`config.mk`:
```
export PLATFORM = sky130hd
export DESIGN_NAME = pipelined_adder
export DESIGN_NICKNAME = d
export VERILOG_FILES = /design/src/rtl/pipelined_adder_pkg.sv /design/src/rtl/adder_slice.sv /design/src/rtl/pipelined_adder.sv
export SDC_FILE = /design/constraint.sdc
export NUM_CORES = 1
export LEC_CHECK = 0
export BUFFER_PORTS_ARGS = -buffer_cell sky130_fd_sc_hd__buf_2
export CORE_ASPECT_RATIO = 0.5
export CORE_UTILIZATION = 40
export CTS_BUF_LIST = sky130_fd_sc_hd__clkbuf_16
export CTS_CLUSTER_DIAMETER = 60
export DETAILED_ROUTE_END_ITERATION = 10
export GPL_ROUTABILITY_DRIVEN = 1
export PLACE_DENSITY = 0.71
export RECOVER_POWER = 25
export SLEW_MARGIN = 5
export SYNTH_ARGS = -nofsm -noshare
export SYNTH_HDL_FRONTEND = slang
export SYNTH_SLANG_ARGS = --single-unit
```
`constraint.sdc`:
```
create_clock -name clk -period 2.3 [get_ports clk]
set_clock_uncertainty 0.1 [all_clocks]
set_input_delay 0.345 -clock clk [delete_from_list [all_inputs] [get_ports clk]]
set_output_delay 0.345 -clock clk [all_outputs]
set_load 0.005 [all_outputs]
```
`src/rtl/pipelined_adder_pkg.sv`:
```
// Shared constants for the slice-pipelined adder: default geometry and stage-count derivation.
package pipelined_adder_pkg;

  localparam int unsigned DEF_WIDTH = 16;
  localparam int unsigned DEF_SLICE = 4;

  function automatic int unsigned num_stages(input int unsigned width, input int unsigned slice);
    return width / slice;
  endfunction

endpackage

```
`src/rtl/adder_slice.sv`:
```
// SLICE-bit combinational ripple-carry adder used by each pipeline stage.
module adder_slice
  import pipelined_adder_pkg::*;
#(
  parameter int unsigned SLICE = DEF_SLICE
) (
  input  logic [SLICE-1:0] a,
  input  logic [SLICE-1:0] b,
  input  logic             cin,
  output logic [SLICE-1:0] sum,
  output logic             cout
);

  logic [SLICE:0] carry;

  always_comb begin
    carry    = '0;
    sum      = '0;
    carry[0] = cin;
    for (int unsigned i = 0; i < SLICE; i++) begin
      sum[i]       = a[i] ^ b[i] ^ carry[i];
      carry[i+1]   = (a[i] & b[i]) | (carry[i] & (a[i] ^ b[i]));
    end
  end

  assign cout = carry[SLICE];

endmodule

```
`src/rtl/pipelined_adder.sv`:
```
// Slice-pipelined adder with valid/ready handshake; one SLICE per stage, latency STAGES.
// Optional subtract mode enabled by defining PIPELINED_ADDER_SUB_EN (adds input port sub).
module pipelined_adder
  import pipelined_adder_pkg::*;
#(
  parameter int unsigned WIDTH = DEF_WIDTH,
  parameter int unsigned SLICE = DEF_SLICE
) (
  input  logic             clk,
  input  logic             rst_n,
  input  logic             in_valid,
  output logic             in_ready,
  input  logic [WIDTH-1:0] a,
  input  logic [WIDTH-1:0] b,
  input  logic             cin,
`ifdef PIPELINED_ADDER_SUB_EN
  input  logic             sub,
`endif
  output logic             out_valid,
  input  logic             out_ready,
  output logic [WIDTH-1:0] sum,
  output logic             cout,
  output logic             ovf
);

  localparam int unsigned STAGES = num_stages(WIDTH, SLICE);

  logic             stall;
  logic [WIDTH-1:0] b_eff;
  logic             c_eff;

`ifdef PIPELINED_ADDER_SUB_EN
  // Subtraction as a + ~b + 1; the beat's cin is ignored in that mode.
  assign b_eff = sub ? ~b : b;
  assign c_eff = sub | cin;
`else
  assign b_eff = b;
  assign c_eff = cin;
`endif

  assign in_ready = ~stall;

  // Stage k keeps only the operand bits still to be added (skew) and the sum bits finished so far (deskew).
  for (genvar k = 0; k < STAGES; k++) begin : g_stage
    localparam int unsigned REM = WIDTH - k * SLICE;

    logic [REM-1:0]       a_cur;
    logic [REM-1:0]       b_cur;
    logic                 c_cur;
    logic                 v_cur;
    logic [SLICE-1:0]     slice_sum;
    logic                 slice_cout;
    logic [(k+1)*SLICE-1:0] s_next;
    logic [(k+1)*SLICE-1:0] s_q;
    logic                 c_q;
    logic                 v_q;

    if (k == 0) begin : g_src
      assign a_cur  = a;
      assign b_cur  = b_eff;
      assign c_cur  = c_eff;
      assign v_cur  = in_valid;
      assign s_next = slice_sum;
    end else begin : g_src
      assign a_cur  = g_stage[k-1].g_ops.a_q;
      assign b_cur  = g_stage[k-1].g_ops.b_q;
      assign c_cur  = g_stage[k-1].c_q;
      assign v_cur  = g_stage[k-1].v_q;
      assign s_next = {slice_sum, g_stage[k-1].s_q};
    end

    adder_slice #(.SLICE(SLICE)) u_slice (
      .a    (a_cur[SLICE-1:0]),
      .b    (b_cur[SLICE-1:0]),
      .cin  (c_cur),
      .sum  (slice_sum),
      .cout (slice_cout)
    );

    always_ff @(posedge clk or negedge rst_n) begin
      if (!rst_n) begin
        v_q <= 1'b0;
        c_q <= 1'b0;
        s_q <= '0;
      end else if (!stall) begin
        v_q <= v_cur;
        c_q <= slice_cout;
        s_q <= s_next;
      end
    end

    if (k < STAGES - 1) begin : g_ops
      logic [REM-SLICE-1:0] a_q;
      logic [REM-SLICE-1:0] b_q;

      always_ff @(posedge clk or negedge rst_n) begin
        if (!rst_n) begin
          a_q <= '0;
          b_q <= '0;
        end else if (!stall) begin
          a_q <= a_cur[REM-1:SLICE];
          b_q <= b_cur[REM-1:SLICE];
        end
      end
    end

    if (k == STAGES - 1) begin : g_last
      logic msb_cin;
      logic ovf_q;

      assign msb_cin = a_cur[SLICE-1] ^ b_cur[SLICE-1] ^ slice_sum[SLICE-1];

      always_ff @(posedge clk or negedge rst_n) begin
        if (!rst_n) begin
          ovf_q <= 1'b0;
        end else if (!stall) begin
          ovf_q <= msb_cin ^ slice_cout;
        end
      end

      assign stall     = v_q & ~out_ready;
      assign out_valid = v_q;
      assign sum       = s_q;
      assign cout      = c_q;
      assign ovf       = ovf_q;
    end
  end

endmodule

```
==> summary.txt, run 1 <==
Yosys
  – Netlist Area Pre-Place: 0.004155 sq mm
  – Synth cell types: 17
  – EDFF count, synth: 0
  – FFs w/ async S/R, synth: 100.0%
  – Largest cells by area after synthesis: dfrtp_1 58%, mux2_2 20%, fa_1 7.7%, mux2_4 3.6%, inv_1 2.5%
  – Main synth FF type: dfrtp_1
  – Ys Warns: 0
  – Register area share after synthesis: 58.42%
  – Cells after synthesis: 267
  – Post-synth top area share: 58.42%
  – Syn nets: 321
  – #FFs+latches synth: 97
  – Synthesized area per cell: 15.56 sq um
  – Area leader, netlist: dfrtp_1

Power and ir drop
  – Pwr Total: 6.623 mW
  – Worst VDD drop: 0.6065 mV
  – Leak: 2.216 nW
  – Pwr per Cell Area: 1356 mW/mm^2

Global routing
  – Grt ovf: 0
  – Tot GR Track Use: 14.53%
  – First-pass GRT wire length: 11850 um
  – Vias in the first global route: 2468
  – Pin count of the biggest net entering global routing: 49
  – Initial antenna violation count: 0

Finish
  – # nets final: 386
  – Most frequent cells in the layout: 97 x dfrtp_1, 73 x mux2_2, 50 x buf_2
  – Most common cell after layout, fill and taps aside: dfrtp_1
  – Area grow syn2layout: 17.55%
  – Post-route design area: 0.004885 sq mm
  – Layout cells sized above 1: 49.85%
  – Final Instance Count excl. Fillers: 472
  – Final core occ: 50.05%
  – N_diodes: 0

STA
  – Worst hold slack: 0.1415 ns
  – Final Cycle Share: 113.7%
  – Final Hold Fails: 0
  – Setup Total Neg Slack: -0.4157 ns
  – Max_slew headroom: 15.30%
  – Final min period: 2.616 ns
  – Number of max-slew violations in the final report: 0
  – Peak Freq: 382.3 MHz
  – Setup WS post-layout: -0.3159 ns
  – Measured slew at the worst slew-check pin: 1.271 ns
  – Final Setup Violations: 2
  – RSZ-0062 raised after global routing: yes

Place
  – Port bufs: 56
  – Place WS: -0.3898 ns
  – Area after DPL: 0.004571 sq mm
  – Post-DP HPWL: 4944 um
  – Post-placement cell count: 453
  – GPL Wtd Cong: 0.7354

Routing
  – Vias per inst: 4.610
  – Pre-antenna DRT Iters: 3
  – Detailed-route DRC error count: 0
  – Post-route ant nets: 0
  – Final wirelength: 6972 um
  – 1st-iter DRT viols: 65
  – WL/cell: 14.77 um
  – Vias post-DR: 2176

Clocking
  – CTS tree: done
  – Clk buf depth: 2
  – Root buffer cell: clkbuf_16
  – Clk_lat worst skew: 0.33 ns
  – Clock buffer count from CTS: 9
  – Clock sink count: 97
  – Clock slew seen by the registers of the worst setup and hold paths: 0.06 ns
  – Max H-tree Level: 3

Worst setup path
  – Slowest stage delay, CP: 0.45 ns
  – Maximum fanout along the worst path: 2
  – Startpoint class of the critical path: flip-flop
  – Required time of the critical path: 2.42 ns
  – CP max stage cell: fa_1
  – Crit Path Class: flip-flop to flip-flop
  – Crit-path cells: fa_2 -> inv_2 -> fa_2 -> inv_2 -> fa_2 -> inv_2 -> fa_1 -> xor3_1 -> mux2_4
  – CP Capture Type: flip-flop
  – CP arrival: 2.73 ns

Hold path
  – Hold Path Class: input pin to flip-flop

Floorplanning
  – Area of the core: 0.009759 sq mm
  – Die height: 74.07 um
  – Die Wd: 146.1 um
  – Rows: 25
  – Starting Density: 42.58%
  – # IOs: 57
  – Die area: 0.01082 sq mm

Run status
  – Violated checks: setup timing
  – Outcome: finished with violations

Job
  – Total of max-cap violations: 0
[layout make-up]
class / instances / area, sq um
fill: 828 / 4875
sequential: 97 / 2427
multi-input combinational: 128 / 1529
timing repair buffer: 67 / 371.6
clock buffer: 9 / 225.2
tap: 135 / 168.9
inverter: 29 / 108.9
clock inverter: 7 / 53.80
[cells in the mapped netlist, types with 2 or more instances]
cell type  instances
dfrtp_1           97
mux2_2            74
inv_1             28
fa_1              16
a21oi_1           12
nor3b_1           12
mux2_4            10
buf_4              5
buf_6              3
buf_8              2
clkbuf_1           2
[critical path: cells and delay by family, from the launching register on]
kind                     cells  cell delay [ns]
buffers and inverters        3             0.18
multiplexers                 1             0.27
flip-flops                   1             0.40
adder cells (fa/ha/maj)      4             1.36
XOR/XNOR                     1             0.20
[where the power goes]
part           total, mW  switching, mW  internal [mW]
Sequential          2.87          0.413           2.46
Combinational       2.37          0.951           1.42
Clock               1.38          0.559          0.820
[state kept, by name, summed over array words and instances, names as in the netlist]
name and flops:
g_stage.g_ops.b_q 24, g_stage.s_q 24, g_stage.v_q 3, g_stage.g_ops.a_q 24, g_stage.c_q 3, cout 1, out_valid 1, sum 16
ovf 1
[metal layers]
| metal | part of all wire (%) | global-route usage, % |
|---|---|---|
| met1 | 43 | 16.48 |
| met2 | 54 | 26.56 |
| met3 | 2.3 | 4.294 |
| met4 | 1.4 | 5.903 |
| met5 | 0 | 0 |
[path summary, 6_finish.rpt]
check / slack, ns / endpoint / startpoint / cells past startpoint
hold reg to reg: 0.37 / out_valid / g_stage[2].v_q / 1
max in group asynchronous: 0.56 / g_stage[1].s_q[4] / rst_n / 3
setup reg to reg: -0.32 / ovf / g_stage[2].g_ops.b_q[0] / 9
setup / recovery: -0.32 / ovf / g_stage[2].g_ops.b_q[0] / 9
min in group asynchronous: 0.71 / g_stage[1].g_ops.b_q[7] / rst_n / 2
hold / removal: 0.14 / g_stage[0].g_ops.b_q[5] / b[9] / 2
[what timing repair did]
| item | 4_1_cts | 5_1_grt |
|---|---|---|
| hold endpoints to repair | 45 | 0 |
| gates cloned | 0 | 0 |
| gates resized for setup | 7 | 4 |
| endpoints found under the setup margin | 2 | 4 |
| hold buffers | 1 | 0 |
| pin swaps | 1 | 3 |
| buffers inserted | 0 | 2 |
[logic make-up (layout without fill, tap and decap cells)]
family          Yosys count  in the layout  share of synthesized area, %
flops                    97             97                         58.42
mux                      84             84                         23.67
buf+inv                  42            112                         5.360
fa+ha+maj                17             17                         8.010
simple gates             14             14                         2.530
compound gates           12             12                         1.445
xor+xnor                  1              1                        0.5720
Note: power is estimated with default switching activity, not from simulation.
==> inputs of run 2 (changes only) <==
BUFFER_PORTS_ARGS = -buffer_cell sky130_fd_sc_hd__buf_4   (was -buffer_cell sky130_fd_sc_hd__buf_2)
PLACE_DENSITY = 0.69   (was 0.71)
clock period = 2.75 ns   (was 2.3 ns; I/O delays follow)
==> summary.txt, run 2 (synthesis gave the netlist of run 1 again) <==
Run status
  – Outcome: completed

Floorplanning
  – Die area: 0.01082 sq mm (unchanged)
  – Die Wd: 146.1 um (unchanged)
  – Rows: 25 (unchanged)
  – Die height: 74.07 um (unchanged)
  – # IOs: 57 (unchanged)
  – Area of the core: 0.009759 sq mm (unchanged)
  – Starting Density: 42.58% (unchanged)

Finish
  – Top Registers: g_stage.g_ops.a_q: 24 flops, g_stage.g_ops.b_q: 24 flops, g_stage.s_q: 24 flops
  – Final core occ: 50.79% (+0.74 points)
  – Most common cell after layout, fill and taps aside: dfrtp_1
  – Area grow syn2layout: 19.30%
  – Layout cells sized above 1: 47.73% (-2.1 points)
  – Most frequent cells in the layout: 97 x dfrtp_1, 74 x mux2_2, 48 x buf_4
  – # nets final: 380 (-1.6%)
  – N_diodes: 0 (unchanged)

Routing
  – Vias post-DR: 2160 (-0.74%)
  – Post-route ant nets: 0 (unchanged)
  – WL/cell: 14.74 um (-0.22%)
  – 1st-iter DRT viols: 107 (+65%)
  – Final wirelength: 6868 um (-1.5%)
  – Detailed-route DRC error count: 0 (unchanged)
  – Vias per inst: 4.635 (+0.54%)
  – Pre-antenna DRT Iters: 4 (+1)

Clocking
  – Clock buffer count from CTS: 9 (unchanged)
  – Max H-tree Level: 3 (unchanged)
  – Clk_lat worst skew: 0.35 ns (+0.02 ns)
  – CTS tree: done
  – Clock slew seen by the registers of the worst setup and hold paths: 0.06 ns (about the same)
  – Root buffer cell: clkbuf_16
  – Clock sink count: 97 (unchanged)
  – Clk buf depth: 2 (unchanged)

Worst setup path
  – Startpoint class of the critical path: flip-flop
  – Slowest stage delay, CP: 0.46 ns (about the same)
  – Crit Path Class: flip-flop to flip-flop
  – Maximum fanout along the worst path: 2 (unchanged)
  – CP Capture Type: flip-flop
  – Crit path max-delay family: adder cells
  – CP arrival: 2.76 ns (+0.03 ns)
  – CP max stage cell: fa_1
  – Crit-path cells: fa_1 -> inv_1 -> fa_1 -> inv_1 -> fa_2 -> inv_2 -> fa_1 -> xor3_1 -> mux2_2
  – WP buf/inv: 3 (unchanged)
  – Required time of the critical path: 2.88 ns (+0.46 ns)
  – Most used cell, CP: fa_1

Global routing
  – Tot GR Track Use: 14.71% (+0.18 points)
  – Vias in the first global route: 2453 (-0.61%)
  – Initial antenna violation count: 0 (unchanged)
  – Pin count of the biggest net entering global routing: 70 (+43%)
  – Grt ovf: 0 (unchanged)
  – First-pass GRT wire length: 11940 um (+0.75%)

STA
  – Number of max-slew violations in the final report: 0 (unchanged)
  – RSZ-0062 raised after global routing: no
  – Max_slew headroom: 24.13% (+8.8 points)
  – Final Setup Violations: 0 (-2)
  – Setup Total Neg Slack: 0 ns (+0.4157 ns)
  – Final Hold Fails: 0 (unchanged)
  – Final min period: 2.630 ns (+0.01424 ns)
  – Final Cycle Share: 95.64% (-18 points)
  – Peak Freq: 380.2 MHz (-0.54%)
  – Measured slew at the worst slew-check pin: 1.138 ns (-0.1325 ns)

Place
  – GPL Wtd Cong: 0.7051 (-4.1%)
  – Port bufs: 56 (unchanged)
  – Post-DP HPWL: 4682 um (-5.3%)

Job
  – Total of max-cap violations: 0 (unchanged)

Power and ir drop
  – Leak: 2.246 nW (+1.4%)
  – Worst VDD drop: 0.4363 mV (-28%)
  – Pwr per Cell Area: 1098 mW/mm^2 (-19%)

Hold path
  – Hold Path Class: input pin to flip-flop
-- run 2: metrics by stage --
stage               instance area [sq um]  hold slack [ns]  instances  worst slack [ns]  total power, mW
floorplan                            4155          0.01691        267            0.2214            3.767
global placement                     4691           0.3370        449            0.1574            4.265
detailed placement                   4691           0.3519        449           0.08389            4.415
CTS                                  4957           0.1807        466           0.07378            5.546
global route                         4957           0.1773        466           0.01159            5.857
finish                               4957           0.1917        466            0.1199            5.441
-- run 2: report_power, final --
part / switching (mW) / total (mW) / internal [mW]
registers: 0.337 / 2.39 / 2.06
clock network: 0.505 / 1.10 / 0.595
logic: 0.752 / 1.95 / 1.19
total: 1.59 / 5.44 / 3.85
-- run 2: layout make-up --
class,count,area [sq um]
Clock buffer,9,225.2
Tap cell,135,168.9
Fill cell,841,4802
Timing Repair Buffer,61,483.0
Sequential cell,97,2427
Multi-Input combinational cell,128,1513
Inverter,29,108.9
Clock inverter,7,31.28
-- run 2: path summary, 6_finish.rpt --
kind                           startpoint                       to  slack (ns)  depth (start not counted)
max                        g_stage[2].c_q                      ovf        0.12                          9
min                                  a[4]  g_stage[0].g_ops.a_q[0]        0.19                          2
max reg2reg                g_stage[2].c_q                      ovf        0.12                          9
min reg2reg                g_stage[2].v_q                out_valid        0.37                          1
max in group asynchronous           rst_n                   sum[1]        0.96                          3
min in group asynchronous           rst_n  g_stage[1].g_ops.a_q[7]        0.72                          2
-- run 2: layer usage --
layer  vias up  part of all wire [%]  GRT usage, %
li1       1008                     -             -
met1      1113                    44         17.19
met2        29                    50         25.08
met3        10                   3.8         5.276
met4         0                   2.0         6.713
met5         -                     0             0
-- run 2: timing repair --
action                                 4_1_cts  5_1_grt
setup buffers                                0        0
endpoints found under the hold margin       43        0
setup endpoints to repair                    0        1
resized for setup                            0        2
hold buffers                                 1        0
-- run 2: worst reg2reg max path, cell delays in order, from the launching register on --
cell and delay, ns:
dfrtp_1 0.40, fa_1 0.42, inv_1 0.08, fa_1 0.15
inv_1 0.05, fa_2 0.33, inv_2 0.06, fa_1 0.46
xor3_1 0.20, mux2_2 0.27
==> inputs of run 3 (changes only) <==
ABC_AREA = 1   (was default)
==> summary.txt, run 3 <==
Worst setup path
  – R2R setup slack: 0.25 ns (+0.13 ns)
  – R2R Path Start: g_stage[2].c_q
  – Required time of the critical path: 2.92 ns (+0.04 ns)
  – Setup crit start: g_stage[2].c_q
  – Maximum fanout along the worst path: 4 (+2)
  – CP Capture Type: flip-flop
  – Crit Path Class: flip-flop to flip-flop
  – CP arrival: 2.67 ns (-0.09 ns)
  – Reg2reg end: ovf
  – Startpoint class of the critical path: flip-flop
  – Critical Path End: ovf
  – Worst R2R Path Depth: 12 (+3)

Routing
  – Pre-antenna DRT Iters: 4 (unchanged)
  – Vias post-DR: 2812 (+30%)
  – 1st-iter DRT viols: 155 (+45%)
  – WL/cell: 11.48 um (-22%)
  – Post-route ant nets: 0 (unchanged)
  – Vias per inst: 4.456 (-3.9%)
  – Detailed-route DRC error count: 0 (unchanged)
  – Final wirelength: 7244 um (+5.5%)

Global routing
  – First-pass GRT wire length: 12560 um (+5.2%)
  – Tot GR Track Use: 15.64% (+0.93 points)
  – Pin count of the biggest net entering global routing: 87 (+24%)
  – Vias in the first global route: 2837 (+16%)
  – Grt ovf: 0 (unchanged)
  – Initial antenna violation count: 0 (unchanged)

STA
  – Final Cycle Share: 90.89% (-4.8 points)
  – Setup Total Neg Slack: 0 ns (unchanged)
  – Max_slew headroom: 2.559% (-22 points)
  – Final min period: 2.499 ns (-0.1307 ns)
  – Peak Freq: 400.1 MHz (+5.2%)
  – Final Hold Fails: 0 (unchanged)
  – RSZ-0062 raised after global routing: no
  – Measured slew at the worst slew-check pin: 1.462 ns (+0.3235 ns)
  – Number of max-slew violations in the final report: 0 (unchanged)
  – Final Setup Violations: 0 (unchanged)

Finish
  – N_diodes: 0 (unchanged)
  – Final Instance Count excl. Fillers: 631 (+35%)
  – Layout cells sized above 1: 13.71% (-34 points)
  – # nets final: 545 (+43%)
  – Top Registers: g_stage.g_ops.a_q: 24 flops, g_stage.g_ops.b_q: 24 flops, g_stage.s_q: 24 flops
  – Area grow syn2layout: 19.74%
  – Most frequent cells in the layout: 228 x nand2_1, 97 x dfrtp_1, 39 x inv_1
  – Most common cell after layout, fill and taps aside: nand2_1
  – FILL cells: 905 (+7.6%)

Power and ir drop
  – Worst VDD drop: 0.3968 mV (-9.1%)
  – Int Power: 3.446 mW (-10%)
  – Sw frac: 34.84% (+5.5 points)
  – Clk pwr share: 22.5% (+2.3 points)
  – Switch Pwr: 1.843 mW (+16%)
  – Leak: 2.587 nW (+15%)
  – Pwr per Cell Area: 1087 mW/mm^2 (-0.97%)
  – Pwr Total: 5.289 mW (-2.8%)
  – Seq pwr share: 44.7% (+0.7 points)
  – Logic pwr share: 32.7% (-3.1 points)

Clocking
  – CTS tree: done
  – Clk_lat worst skew: 0.34 ns (about the same)
  – Clock slew seen by the registers of the worst setup and hold paths: 0.06 ns (about the same)
  – Post-CTS Setup Inserts: 0 (unchanged)
  – Max H-tree Level: 3 (unchanged)
  – Clock buffer count from CTS: 9 (unchanged)
  – Root buffer cell: clkbuf_16
  – Clk buf depth: 2 (unchanged)
  – Clock sink count: 97 (unchanged)

Yosys
  – Main synth FF type: dfrtp_1
  – Most frequent cells after synthesis: 228 x nand2_1, 97 x dfrtp_1, 38 x inv_1
  – FFs w/ async S/R, synth: 100.0% (unchanged)
  – #FFs+latches synth: 97 (unchanged)
  – Syn nets: 493 (+54%)
  – Area leader, netlist: dfrtp_1
  – Netlist Area Pre-Place: 0.004064 sq mm (-2.2%)
  – EDFF count, synth: 0 (unchanged)
  – Largest cells by area after synthesis: dfrtp_1 60%, nand2_1 21%, fa_1 7.9%, o21ai_0 3.6%, inv_1 3.5%
  – Synthesized area per cell: 9.257 sq um (-41%)
  – Register area share after synthesis: 59.73% (+1.3 points)
  – Post-synth top area share: 59.73% (+1.3 points)
  – Ys Warns: 0 (unchanged)
  – Cells after synthesis: 439 (+64%)
  – Most common cell in the synthesized netlist: nand2_1
  – Synth cell types: 16 (-1)

Place
  – Post-DP HPWL: 4776 um (+2.0%)
  – GPL Wtd Cong: 0.7471 (+6.0%)
  – Port bufs: 56 (unchanged)
  – Post-placement cell count: 614 (+37%)

Floorplanning
  – Die height: 73.28 um (-1.1%)
  – Die Wd: 144.5 um (-1.1%)
  – # IOs: 57 (unchanged)
  – Die area: 0.01059 sq mm (-2.2%)
  – Rows: 25 (unchanged)
  – Starting Density: 42.05% (-0.53 points)
  – Area of the core: 0.009666 sq mm (-0.96%)

Hold path
  – Hold path depth: 3 (+1)
  – Hold Path Class: input pin to flip-flop

Job
  – Total of max-cap violations: 0 (unchanged)

Run status
  – Outcome: completed
[run 3: power by group through the flow]
| stage | logic, mW | clock network [mW] | registers [mW] |
|---|---|---|---|
| global placement | 1.74 | 0 | 2.38 |
| CTS | 1.82 | 1.24 | 2.38 |
| finish | 1.73 | 1.19 | 2.37 |
| global route | 2.04 | 1.28 | 2.45 |
| detailed placement | 1.79 | 0 | 2.40 |
| floorplan | 1.18 | 0 | 2.34 |
[run 3: stage by stage]
stage	setup slack, ns	hold WS [ns]	cell area, sq um	utilization [%]
after global placement	0.3470	0.2520	4612	47.72
after global routing	0.04260	0.1658	4866	50.34
after floorplan	0.4015	0.01691	4064	-
final	0.2506	0.1663	4866	50.34
after detailed placement	0.2706	0.2529	4612	47.72
after CTS	0.2370	0.1509	4908	50.78
[run 3: logic make-up (layout without fill, tap and decap cells)]
logic type      after synthesis  in the layout  synth area share (%)
flops                        97             97                 59.73
buf+inv                      59            116                 6.281
fa+ha+maj                    17             17                 8.190
simple gates                233            233                 21.74
compound gates               33             33                 4.064
[run 3: repair_timing]
item,in CTS,in global routing
resized for setup,0,0
endpoints found under the hold margin,27,0
hold buffers,1,0
[run 3: per-layer routing]
metal  routed length (um)  GRT usage [%]  up-vias  share of wire [%]
met5                    0              0        -                  0
met4                   36          5.614        0               0.50
met3                  283          4.694        2                3.9
met2                 3315          24.68       30                 46
met1                 3609          20.69     1356                 50
li1                     -              -     1424                  -
[run 3: worst min-delay path by stage]
stage	startpoint	to
detailed placement	rst_n	g_stage[1].g_ops.a_q[7]
floorplan	rst_n	cout
CTS	b[10]	g_stage[0].g_ops.b_q[6]
global route	b[8]	g_stage[0].g_ops.b_q[4]
global placement	rst_n	g_stage[2].v_q
finish	a[15]	g_stage[0].g_ops.a_q[11]
[run 3: worst max-delay path: stages (launching register included)]
cell     delay, ns
dfrtp_1       0.40
fa_1          0.41
inv_1         0.07
fa_1          0.15
inv_1         0.05
fa_1          0.35
inv_1         0.07
fa_1          0.46
inv_1         0.11
nand2_1       0.07
nand2_1       0.06
nand2_1       0.05
nand3_1       0.08
[run 3: area by class of cell]
cell class | count | area [sq um] | area share, %
Tap cell | 135 | 168.9 | 3.471
Multi-Input combinational cell | 283 | 1374 | 28.23
Inverter | 39 | 146.4 | 3.008
Clock buffer | 9 | 225.2 | 4.628
Timing Repair Buffer | 61 | 462.9 | 9.514
Clock inverter | 7 | 61.31 | 1.260
Sequential cell | 97 | 2427 | 49.88
